### config.mk
export PLATFORM = sky130hd
export DESIGN_NAME = branch_predictor_flat
export DESIGN_NICKNAME = d
export VERILOG_FILES = /design/src/rtl/core_types_pkg.sv /design/src/rtl/branch_predictor_if.sv /design/src/rtl/bp_table.sv /design/src/rtl/branch_predictor.sv /design/src/flat_wrapper.sv
export SDC_FILE = /design/constraint.sdc
export NUM_CORES = 1
export LEC_CHECK = 0
export CORE_MARGIN = 2
export CORE_UTILIZATION = 48
export DETAILED_ROUTE_END_ITERATION = 10
export HOLD_SLACK_MARGIN = 0.05
export PLACE_DENSITY = 0.81
export SETUP_SLACK_MARGIN = 0.5
export SYNTH_ARGS = -nofsm -noshare
export SYNTH_HDL_FRONTEND = slang
export SYNTH_SLANG_ARGS = --single-unit
### constraint.sdc
create_clock -name Clock -period 3.81 [get_ports Clock]
set_input_delay 0.762 -clock Clock [delete_from_list [all_inputs] [get_ports Clock]]
set_output_delay 0.762 -clock Clock [all_outputs]
set_load 0.005 [all_outputs]
### src/rtl/core_types_pkg.sv
// Shared types and defaults for the branch predictor.
// FSM states, default table geometry, counter init helper.
package core_types_pkg;

  typedef enum logic {
    INIT = 1'b0,
    RUN  = 1'b1
  } bp_state_t;

  localparam int BP_ENTRIES = 16;
  localparam int BP_CNT_W   = 2;

  // weakly not-taken: just below the taken threshold
  function automatic int bp_init_val(input int cnt_w);
    return (1 << (cnt_w - 1)) - 1;
  endfunction

endpackage

### src/rtl/branch_predictor_if.sv
// Decode lookup, execute update and statistics bundle.
// master = pipeline side, slave = predictor side.
interface branch_predictor_if;

  logic [31:0] lookup_pc;
  logic        lookup_valid;
  logic        predict_taken;
  logic        upd_valid;
  logic [31:0] upd_pc;
  logic        upd_taken;
  logic        upd_mispredict;
  logic        ready;
  logic [31:0] branch_count;
  logic [31:0] mispredict_count;

  modport master (
    output lookup_pc,
    output lookup_valid,
    output upd_valid,
    output upd_pc,
    output upd_taken,
    output upd_mispredict,
    input  predict_taken,
    input  ready,
    input  branch_count,
    input  mispredict_count
  );

  modport slave (
    input  lookup_pc,
    input  lookup_valid,
    input  upd_valid,
    input  upd_pc,
    input  upd_taken,
    input  upd_mispredict,
    output predict_taken,
    output ready,
    output branch_count,
    output mispredict_count
  );

endinterface

### src/rtl/bp_table.sv
// Counter array with saturating read-modify-write update.
// Async read port; init write has priority over update.
module bp_table
  import core_types_pkg::*;
#(
  parameter int ENTRIES = BP_ENTRIES,
  parameter int CNT_W   = BP_CNT_W,
  parameter int IDX_W   = $clog2(ENTRIES)
) (
  input  logic             clk_i,
  input  logic             init_we_i,
  input  logic [IDX_W-1:0] init_idx_i,
  input  logic             upd_en_i,
  input  logic [IDX_W-1:0] upd_idx_i,
  input  logic             upd_taken_i,
  input  logic [IDX_W-1:0] rd_idx_i,
  output logic [CNT_W-1:0] rd_cnt_o
);

  localparam logic [CNT_W-1:0] INIT_VAL =
    CNT_W'(bp_init_val(CNT_W));
  localparam logic [CNT_W-1:0] CNT_MAX = '1;

  logic [CNT_W-1:0] cnt_q [ENTRIES];
  logic [CNT_W-1:0] upd_cur;
  logic [CNT_W-1:0] upd_d;

  // saturating next value for the entry being trained
  always_comb begin
    upd_cur = cnt_q[upd_idx_i];
    upd_d   = upd_cur;
    if (upd_taken_i) begin
      if (upd_cur != CNT_MAX)
        upd_d = upd_cur + CNT_W'(1);
    end else begin
      if (upd_cur != '0)
        upd_d = upd_cur - CNT_W'(1);
    end
  end

  // one write per cycle: init sweep or update
  always_ff @(posedge clk_i) begin
    if (init_we_i)
      cnt_q[init_idx_i] <= INIT_VAL;
    else if (upd_en_i)
      cnt_q[upd_idx_i] <= upd_d;
  end

  assign rd_cnt_o = cnt_q[rd_idx_i];

endmodule

### src/rtl/branch_predictor.sv
// Conditional branch predictor: INIT sweep FSM, stats.
// Macro BRANCH_PRED_GSHARE_EN xors global history into idx.
module branch_predictor
  import core_types_pkg::*;
#(
  parameter int ENTRIES = BP_ENTRIES,
  parameter int CNT_W   = BP_CNT_W
) (
  input logic               Clock,
  input logic               Reset,
  branch_predictor_if.slave bp
);

  localparam int IDX_W = $clog2(ENTRIES);

  bp_state_t        state_q, state_d;
  logic [IDX_W-1:0] init_idx_q, init_idx_d;
  logic [31:0]      branch_count_q, branch_count_d;
  logic [31:0]      mispredict_count_q;
  logic [31:0]      mispredict_count_d;
  logic             ready_w;
  logic             run_upd;
  logic             init_we;
  logic [IDX_W-1:0] lk_idx;
  logic [IDX_W-1:0] up_idx;
  logic [CNT_W-1:0] rd_cnt;
  logic             unused_pc;

  assign ready_w = (state_q == RUN);
  assign run_upd = ready_w & bp.upd_valid & ~Reset;

`ifdef BRANCH_PRED_GSHARE_EN
  logic [IDX_W-1:0] ghr_q, ghr_d;

  // shift each resolved outcome into the history
  always_comb begin
    ghr_d = ghr_q;
    if (run_upd)
      ghr_d = {ghr_q[IDX_W-2:0], bp.upd_taken};
  end

  // history register
  always_ff @(posedge Clock) begin
    if (Reset)
      ghr_q <= '0;
    else
      ghr_q <= ghr_d;
  end

  assign lk_idx = bp.lookup_pc[IDX_W+1:2] ^ ghr_q;
  assign up_idx = bp.upd_pc[IDX_W+1:2] ^ ghr_q;
`else
  assign lk_idx = bp.lookup_pc[IDX_W+1:2];
  assign up_idx = bp.upd_pc[IDX_W+1:2];
`endif

  assign unused_pc = ^{bp.lookup_pc[31:IDX_W+2],
                       bp.lookup_pc[1:0],
                       bp.upd_pc[31:IDX_W+2],
                       bp.upd_pc[1:0]};

  // sweep one entry per cycle, then run
  always_comb begin
    state_d    = state_q;
    init_idx_d = init_idx_q;
    init_we    = 1'b0;
    unique case (state_q)
      INIT: begin
        init_we    = 1'b1;
        init_idx_d = init_idx_q + IDX_W'(1);
        if (init_idx_q == IDX_W'(ENTRIES - 1))
          state_d = RUN;
      end
      RUN:     state_d = RUN;
      default: state_d = INIT;
    endcase
  end

  // resolved-branch and misprediction counters
  always_comb begin
    branch_count_d     = branch_count_q;
    mispredict_count_d = mispredict_count_q;
    if (run_upd) begin
      branch_count_d = branch_count_q + 32'd1;
      if (bp.upd_mispredict)
        mispredict_count_d = mispredict_count_q + 32'd1;
    end
  end

  // state, sweep pointer and statistics registers
  always_ff @(posedge Clock) begin
    if (Reset) begin
      state_q            <= INIT;
      init_idx_q         <= '0;
      branch_count_q     <= '0;
      mispredict_count_q <= '0;
    end else begin
      state_q            <= state_d;
      init_idx_q         <= init_idx_d;
      branch_count_q     <= branch_count_d;
      mispredict_count_q <= mispredict_count_d;
    end
  end

  bp_table #(
    .ENTRIES (ENTRIES),
    .CNT_W   (CNT_W),
    .IDX_W   (IDX_W)
  ) u_table (
    .clk_i       (Clock),
    .init_we_i   (init_we),
    .init_idx_i  (init_idx_q),
    .upd_en_i    (run_upd),
    .upd_idx_i   (up_idx),
    .upd_taken_i (bp.upd_taken),
    .rd_idx_i    (lk_idx),
    .rd_cnt_o    (rd_cnt)
  );

  assign bp.predict_taken = rd_cnt[CNT_W-1]
                          & bp.lookup_valid
                          & ready_w
                          & ~Reset;
  assign bp.ready            = ready_w;
  assign bp.branch_count     = branch_count_q;
  assign bp.mispredict_count = mispredict_count_q;

endmodule

### src/flat_wrapper.sv
// flat-port wrapper written by rule: the top's interface ports become plain ports
module branch_predictor_flat import core_types_pkg::*;
#(
  parameter int ENTRIES = BP_ENTRIES,
  parameter int CNT_W   = BP_CNT_W
)
  (Clock, Reset, bp_lookup_pc, bp_lookup_valid, bp_upd_valid, bp_upd_pc, bp_upd_taken, bp_upd_mispredict, bp_predict_taken, bp_ready, bp_branch_count, bp_mispredict_count);
  branch_predictor_if bp_i ();
  input logic Clock;
  input logic Reset;
  input wire logic [$bits(bp_i.lookup_pc)-1:0] bp_lookup_pc;
  input wire logic [$bits(bp_i.lookup_valid)-1:0] bp_lookup_valid;
  input wire logic [$bits(bp_i.upd_valid)-1:0] bp_upd_valid;
  input wire logic [$bits(bp_i.upd_pc)-1:0] bp_upd_pc;
  input wire logic [$bits(bp_i.upd_taken)-1:0] bp_upd_taken;
  input wire logic [$bits(bp_i.upd_mispredict)-1:0] bp_upd_mispredict;
  output wire logic [$bits(bp_i.predict_taken)-1:0] bp_predict_taken;
  output wire logic [$bits(bp_i.ready)-1:0] bp_ready;
  output wire logic [$bits(bp_i.branch_count)-1:0] bp_branch_count;
  output wire logic [$bits(bp_i.mispredict_count)-1:0] bp_mispredict_count;
  assign bp_i.lookup_pc = bp_lookup_pc;
  assign bp_i.lookup_valid = bp_lookup_valid;
  assign bp_i.upd_valid = bp_upd_valid;
  assign bp_i.upd_pc = bp_upd_pc;
  assign bp_i.upd_taken = bp_upd_taken;
  assign bp_i.upd_mispredict = bp_upd_mispredict;
  assign bp_predict_taken = bp_i.predict_taken;
  assign bp_ready = bp_i.ready;
  assign bp_branch_count = bp_i.branch_count;
  assign bp_mispredict_count = bp_i.mispredict_count;
  branch_predictor #(.ENTRIES(ENTRIES), .CNT_W(CNT_W)) u_core (.Clock(Clock), .Reset(Reset), .bp(bp_i));
endmodule
==> results of run 1 <==
## metrics by stage
step                       util  setup slack (ns)  total power [mW]
final                     0.617             0.616              1.83
after global routing      0.617             0.573              1.92
after CTS                 0.617             0.504              1.85
after detailed placement  0.597            0.0471              1.23
after global placement    0.597            0.0569              1.23
after floorplan               -             0.733              1.19
## final timing paths
path	end	slack [ns]	cells after the start
worst max-delay path	bp_predict_taken	0.62	6
worst min-delay path	u_core.bp.mispredict_count[1]	0.50	2
worst max register to register	u_core.bp.mispredict_count[31]	1.35	5
worst min register to register	u_core.bp.mispredict_count[1]	0.50	2
## cells by family after synthesis
logic type | count (synthesis)
adder cells (fa/ha/maj) | 3
AO/OA/AOI/OAI | 65
multiplexers | 16
XOR/XNOR | 37
flip-flops | 101
buffers and inverters | 39
AND/OR/NAND/NOR | 210
## registers in the layout (all words and copies together) (netlist names)
name / count
u_core.bp.branch_count: 32
u_core.bp.mispredict_count: 32
u_core.u_table.cnt_q: 32
u_core.init_idx_q: 4
u_core.bp.ready: 1
## power groups by stage
stage	Clock (mW)	Sequential (mW)	Combinational [mW]
after global routing	0.702	1.12	0.0977
final	0.626	1.12	0.0898
after global placement	0	1.14	0.0867
after detailed placement	0	1.14	0.0891
after CTS	0.648	1.12	0.0895
after floorplan	0	1.14	0.0530
## placed cells by master, fill, tap and decap left out, drive strengths merged, types with 2 or more instances in the layout
cell / instances
clkdlybuf4s50: 75
dfxtp: 69
nor2: 63
nand2: 34
edfxtp: 32
nand3: 28
a21oi: 27
xnor2: 24
inv: 23
o21ai: 21
or3: 20
mux4: 13
xor2: 13
nand4: 12
and4: 11
nor4: 11
nor3: 10
clkbuf: 10
buf: 10
or4: 7
a31oi: 5
nor2b: 4
and2: 4
a22oi: 3
mux2i: 3
o31ai: 3
ha: 3
clkinv: 3
a32oi: 2
nor3b: 2
a31o: 2
dlygate4sd2: 2
## area by class of cell
| class | instances | area share |
|---|---|---|
| Inverter | 20 | 0.0130 |
| Sequential cell | 101 | 0.407 |
| Timing Repair Buffer | 88 | 0.148 |
| Multi-Input combinational cell | 331 | 0.372 |
| Clock buffer | 9 | 0.0215 |
| Tap cell | 129 | 0.0281 |
| Clock inverter | 7 | 0.0100 |
## what timing repair did
action / 4_1_cts / 5_1_grt
gates resized for setup: 6 / 2
gates cloned: 0 / 0
endpoints found under the setup margin: 1 / 3
buffers inserted: 0 / 0
## worst max-delay path: cells and delay by family
kind          cells  cell delay [ns]
buf+inv           3             0.48
mux               2             0.97
simple gates      1             0.22
## metal layers
layer	up-vias	global-route usage	routed length, um
met2	116	0.358	5260
li1	1865	-	-
met3	10	0.0451	533
met5	-	0	0
met1	1814	0.257	4340
met4	0	0.0708	123
==> reports/qor.yml, run 1 <==
sta:
  fin_hold_ws_ns: 0.497
  rsz0062_at_grt: "false"
  clock_skew_ns: 0.0139
  tns_ns: 0
  min_period_ns: 3.19
  slew_viol_final: 0
  worst_pin_slew_ns: 0.794
  maxSlewHeadroom: 0.466
  fin_crit_sh: 0.838
  setup_violations: 0
  clock.fmax_mhz: 313
  hold_violations: 0
setup_path:
  start_kind: "input port"
  endpoint_kind: "output pin"
  worst_path_most_repeated_cell: "mux4_2"
  path_class: "input port to output pin"
  crit_chain: "clkbuf_2 > buf_6 > mux4_2 > mux4_2 > and4_1 > dlygate4sd2_1"
  cp_slowest_cell: "mux4_2"
  max_stage_delay_ns: 0.51
  cp.arrival_ns: 2.43
  r2r-start: "u_core.bp.mispredict_count[5]"
  worstPathRequired_ns: 3.05
  critPathLaunch: "bp_lookup_pc[2]"
  worstPathMaxFanout: 2
synth:
  yosys_warnings: 0
  synthAdderAreaFrac: 0.00809
  synth_nets: 544
  synth_most_common_cell: "dfxtp_1"
  synth_top_family_by_area: "simple AND/OR/NAND/NOR gates"
  mappedNetlistArea_mm2: 0.00464
  synth-seq-cells: 101
  synth_mux_area_frac: 0.0696
  ys_seq_area_frac: 0.505
  synth_area_leaders: "dfxtp_1, edfxtp_1, mux4_2"
  yosys.area.top_type: "dfxtp_1"
  synth_edf_count: 32
  synth_cells: 471
  synth-simple-area-share: 0.234
  synth_top_area_share: 0.298
  synthXorXnorAreaFrac: 0.0699
  syn_area_per_cell_um2: 9.84
  synth_common_cells: "dfxtp_1, nor2_1, nand2_1, edfxtp_1"
  ys_types: 42
  synth_compound_area_frac: 0.0793
  synth_flop_cell: "dfxtp_1"
  async_reset_ff_frac: 0
final_layout:
  seq_area_mm2: 0.00234
  area_growth_pct: 24.1
  final_nets: 624
  diodes: 0
  final_layout_size_suffix_gt1_frac: 0.0845
  multi_input_area_mm2: 0.00214
  instances_no_fill: 685
  final_area_mm2: 0.00575
  n_fill_cell: 805
floorplanning:
  die_area_mm2: 0.0105
  start_util: 0.497
  core_area_mm2: 0.00933
  num_rows: 35
  fp.dieH_um: 102
  io_pins: 136
  fp.dieW_um: 102
place:
  dpl.cell_count: 669
  port_buffers: 79
  dpl_cell_area_mm2: 0.00557
  place.gp.congestion: 0.888
  dp_hpwl_um: 7530
power_and_ir_drop:
  swShare: 0.239
  leakagePower_nw: 1.85
  p_seq_frac: 0.609
  p_per_area_mw_per_mm2: 319
  p_int_mw: 1.40
  power.switching_uw: 437
  clockPowerShare: 0.342
  ir_worst_vdd_uv: 270
  p_comb_frac: 0.049
grt:
  grt_usage: 0.207
  antenna_found_initial: 0
  grt_pass1_vias: 3596
  grt_overflow_total: 0
  grt_max_degree: 46
  grt_pass1_wl_um: 16900
cts:
  numCtsBuffers: 9
  cts_tree: "built"
  clk_pin_slew_ns: 0.09
  cts_max_level: 3
  insertion_delay_ns: 0.37
  clock_sinks: 101
  cts_buffer_depth: 2
  cts_root_buf: "clkbuf_8"
  hold_buffers: 0
routing:
  drtIter0Drc: 189
  drt-wirelength-per-cell_um: 15.0
  first_pass_iters: 4
  via_count: 3805
  wl_um: 10300
  drc: 0
  ant_nets: 0
  viasPerCell: 5.55
min_path:
  hold_path_class: "register to register"
  min_from: "u_core.bp.mispredict_count[1]"
run:
  maxCapViolCount: 0
outcome:
  status: "finished clean"
(Power assumes the default switching activity.)
==> inputs of run 2 (changes only) <==
CORE_UTILIZATION = 43   (was 48)
PLACE_DENSITY = 0.77   (was 0.81)
clock period = 2.85 ns   (was 3.81 ns; I/O delays follow)
==> reports/qor.yml, run 2 (synthesis results as in run 1) <==
grt:
  grt_pass1_wl_um: 17700  # +4.4%
  grt_usage: 0.193  # -0.0135
  grt_overflow_total: 0  # unchanged
  grt_max_degree: 38  # -17%
  antenna_found_initial: 0  # unchanged
  grt_pass1_vias: 3716  # +3.3%
cts:
  cts_tree: "built"
  insertion_delay_ns: 0.37  # about the same
  numCtsBuffers: 9  # unchanged
  clock_sinks: 101  # unchanged
  cts_buffer_depth: 2  # unchanged
  clk_pin_slew_ns: 0.09  # about the same
  cts_max_level: 3  # unchanged
  cts_root_buf: "clkbuf_8"
floorplanning:
  core_area_mm2: 0.0104  # +12%
  num_rows: 37  # +5.7%
  start_util: 0.445  # -0.0520
  fp.dieW_um: 108  # +5.4%
  fp.dieH_um: 108  # +5.4%
  io_pins: 136  # unchanged
  die_area_mm2: 0.0116  # +11%
sta:
  fin_crit_sh: 0.921
  slew_viol_final: 0  # unchanged
  setup_violations: 0  # unchanged
  worst_pin_slew_ns: 0.614  # -0.180 ns
  tns_ns: 0  # unchanged
  clock.fmax_mhz: 381
  min_period_ns: 2.63
  maxSlewHeadroom: 0.589  # +0.123
  rsz0062_at_grt: "true"
  setup_ws_ns: 0.224  # -0.392 ns
  hold_violations: 0  # unchanged
  clock_skew_ns: 0.0132  # -0.000700 ns
setup_path:
  worstPathRequired_ns: 2.28  # -0.77 ns
  worstPathMaxFanout: 4  # +2
  endpoint_kind: "output pin"
  r2r_cells: 5  # unchanged
  cp.arrival_ns: 2.06  # -0.37 ns
  r2r_end: "u_core.bp.branch_count[30]"
  path_class: "input port to output pin"
  start_kind: "input port"
  ff2ff_setup_slack_ns: 0.62  # -0.73 ns
  r2r-start: "u_core.bp.branch_count[15]"
routing:
  viasPerCell: 5.50  # -0.90%
  first_pass_iters: 4  # unchanged
  ant_nets: 0  # unchanged
  via_count: 3892  # +2.3%
  wl_um: 10900  # +6.1%
  drtIter0Drc: 203  # +7.4%
  drt-wirelength-per-cell_um: 15.4  # +2.8%
  drc: 0  # unchanged
final_layout:
  final_layout_size_suffix_gt1_frac: 0.135  # +0.0503
  final_area_mm2: 0.00595  # +3.5%
  seq_area_mm2: 0.00235  # +0.21%
  n_fill_cell: 909  # +13%
  final_common_cell: "clkdlybuf4s50_1"
  instances_no_fill: 707  # +3.2%
  area_growth_pct: 28.4
  final_nets: 639  # +2.4%
  multi_input_area_mm2: 0.00219  # +2.5%
  finish.utilization: 0.572  # -0.0452
  diodes: 0  # unchanged
  final_cell_mix: "clkdlybuf4s50_1, dfxtp_1, nor2_1, nand2_1, edfxtp_1"
min_path:
  hold_path_class: "register to register"
  whs_endpoint: "u_core.bp.mispredict_count[31]"
  min_path_cells: 2  # unchanged
  min_from: "u_core.bp.mispredict_count[31]"
place:
  place.gp.congestion: 0.980  # +10%
  dp_hpwl_um: 7910  # +5.0%
  dpl.cell_count: 685  # +2.4%
  dpl_cell_area_mm2: 0.00566  # +1.7%
  dp_slack_ns: -0.673  # -0.720 ns
  port_buffers: 79  # unchanged
power_and_ir_drop:
  ir_worst_vdd_uv: 367  # +36%
  leakagePower_nw: 1.96  # +6.0%
  p_per_area_mw_per_mm2: 416  # +31%
outcome:
  status: "finished clean"
run:
  maxCapViolCount: 0  # unchanged
==> run 2: cell count changes in the layout (fill, tap and decap cells not counted), moves of 3 or more <==
| cell | change |
|---|---|
| buf_2 | +3 |
| clkdlybuf4s50_1 | -4 |
| dfxtp_2 | +4 |
| dfxtp_1 | -4 |
| buf_4 | +12 |
==> run 2: what timing repair did <==
action                     in CTS  in global routing
setup buffers                   4                  1
gates cloned                    1                  0
setup endpoints to repair      41                 14
pin swaps                       4                  2
hold buffers                    0                  0
resized for setup              22                 14
==> run 2: worst max-delay path by stage <==
stage | start | end | slack, ns | cells after the start
2_1_floorplan | bp_upd_pc[2] | u_core.u_table.cnt_q[0][1] | 0.55 | 6
3_3_place_gp | bp_lookup_pc[2] | bp_predict_taken | -0.61 | 5
3_5_place_dp | bp_lookup_pc[2] | bp_predict_taken | -0.67 | 5
4_1_cts | u_core.u_table.cnt_q[2][1] | bp_predict_taken | 0.20 | 4
5_1_grt | u_core.u_table.cnt_q[2][1] | bp_predict_taken | 0.15 | 4
6_report | bp_lookup_pc[2] | bp_predict_taken | 0.22 | 5
==> run 2: routing by layer <==
layer / wire [um] / vias up / global-route usage
met4: 224 / 0 / 0.0742
met3: 438 / 19 / 0.0454
met2: 5610 / 96 / 0.336
li1: - / 1895 / -
met5: 0 / - / 0
met1: 4610 / 1882 / 0.231
==> run 2: report_power, final <==
| part | internal, mW | total, mW | switching, mW |
|---|---|---|---|
| logic | 0.0591 | 0.133 | 0.0743 |
| clock network | 0.347 | 0.853 | 0.507 |
| registers | 1.48 | 1.49 | 0.00793 |
| total | 1.89 | 2.48 | 0.589 |
==> run 2: worst max-delay path: stages <==
cell	delay (ns)
buf_2	0.16
mux4_2	0.52
mux4_2	0.50
and4_1	0.17
buf_2	0.12
==> run 2: layout make-up <==
class,instances,area share
Clock inverter,6,0.00736
Tap cell,136,0.0286
Clock buffer,10,0.0231
Multi-Input combinational cell,331,0.368
Inverter,20,0.0126
Timing Repair Buffer,103,0.166
Sequential cell,101,0.394
==> run 2: per-stage QoR <==
step | hold slack [ns] | total power, mW
2_1_floorplan | 0.468 | 1.59
3_3_place_gp | 0.468 | 1.65
3_5_place_dp | 0.481 | 1.65
4_1_cts | 0.494 | 2.51
5_1_grt | 0.528 | 2.57
6_report | 0.493 | 2.48
==> inputs of run 3 (changes only) <==
CAP_MARGIN = 20   (was unset)
==> results of run 3 <==
No change in the layout: final DEF, timing and power equal those of run 2.
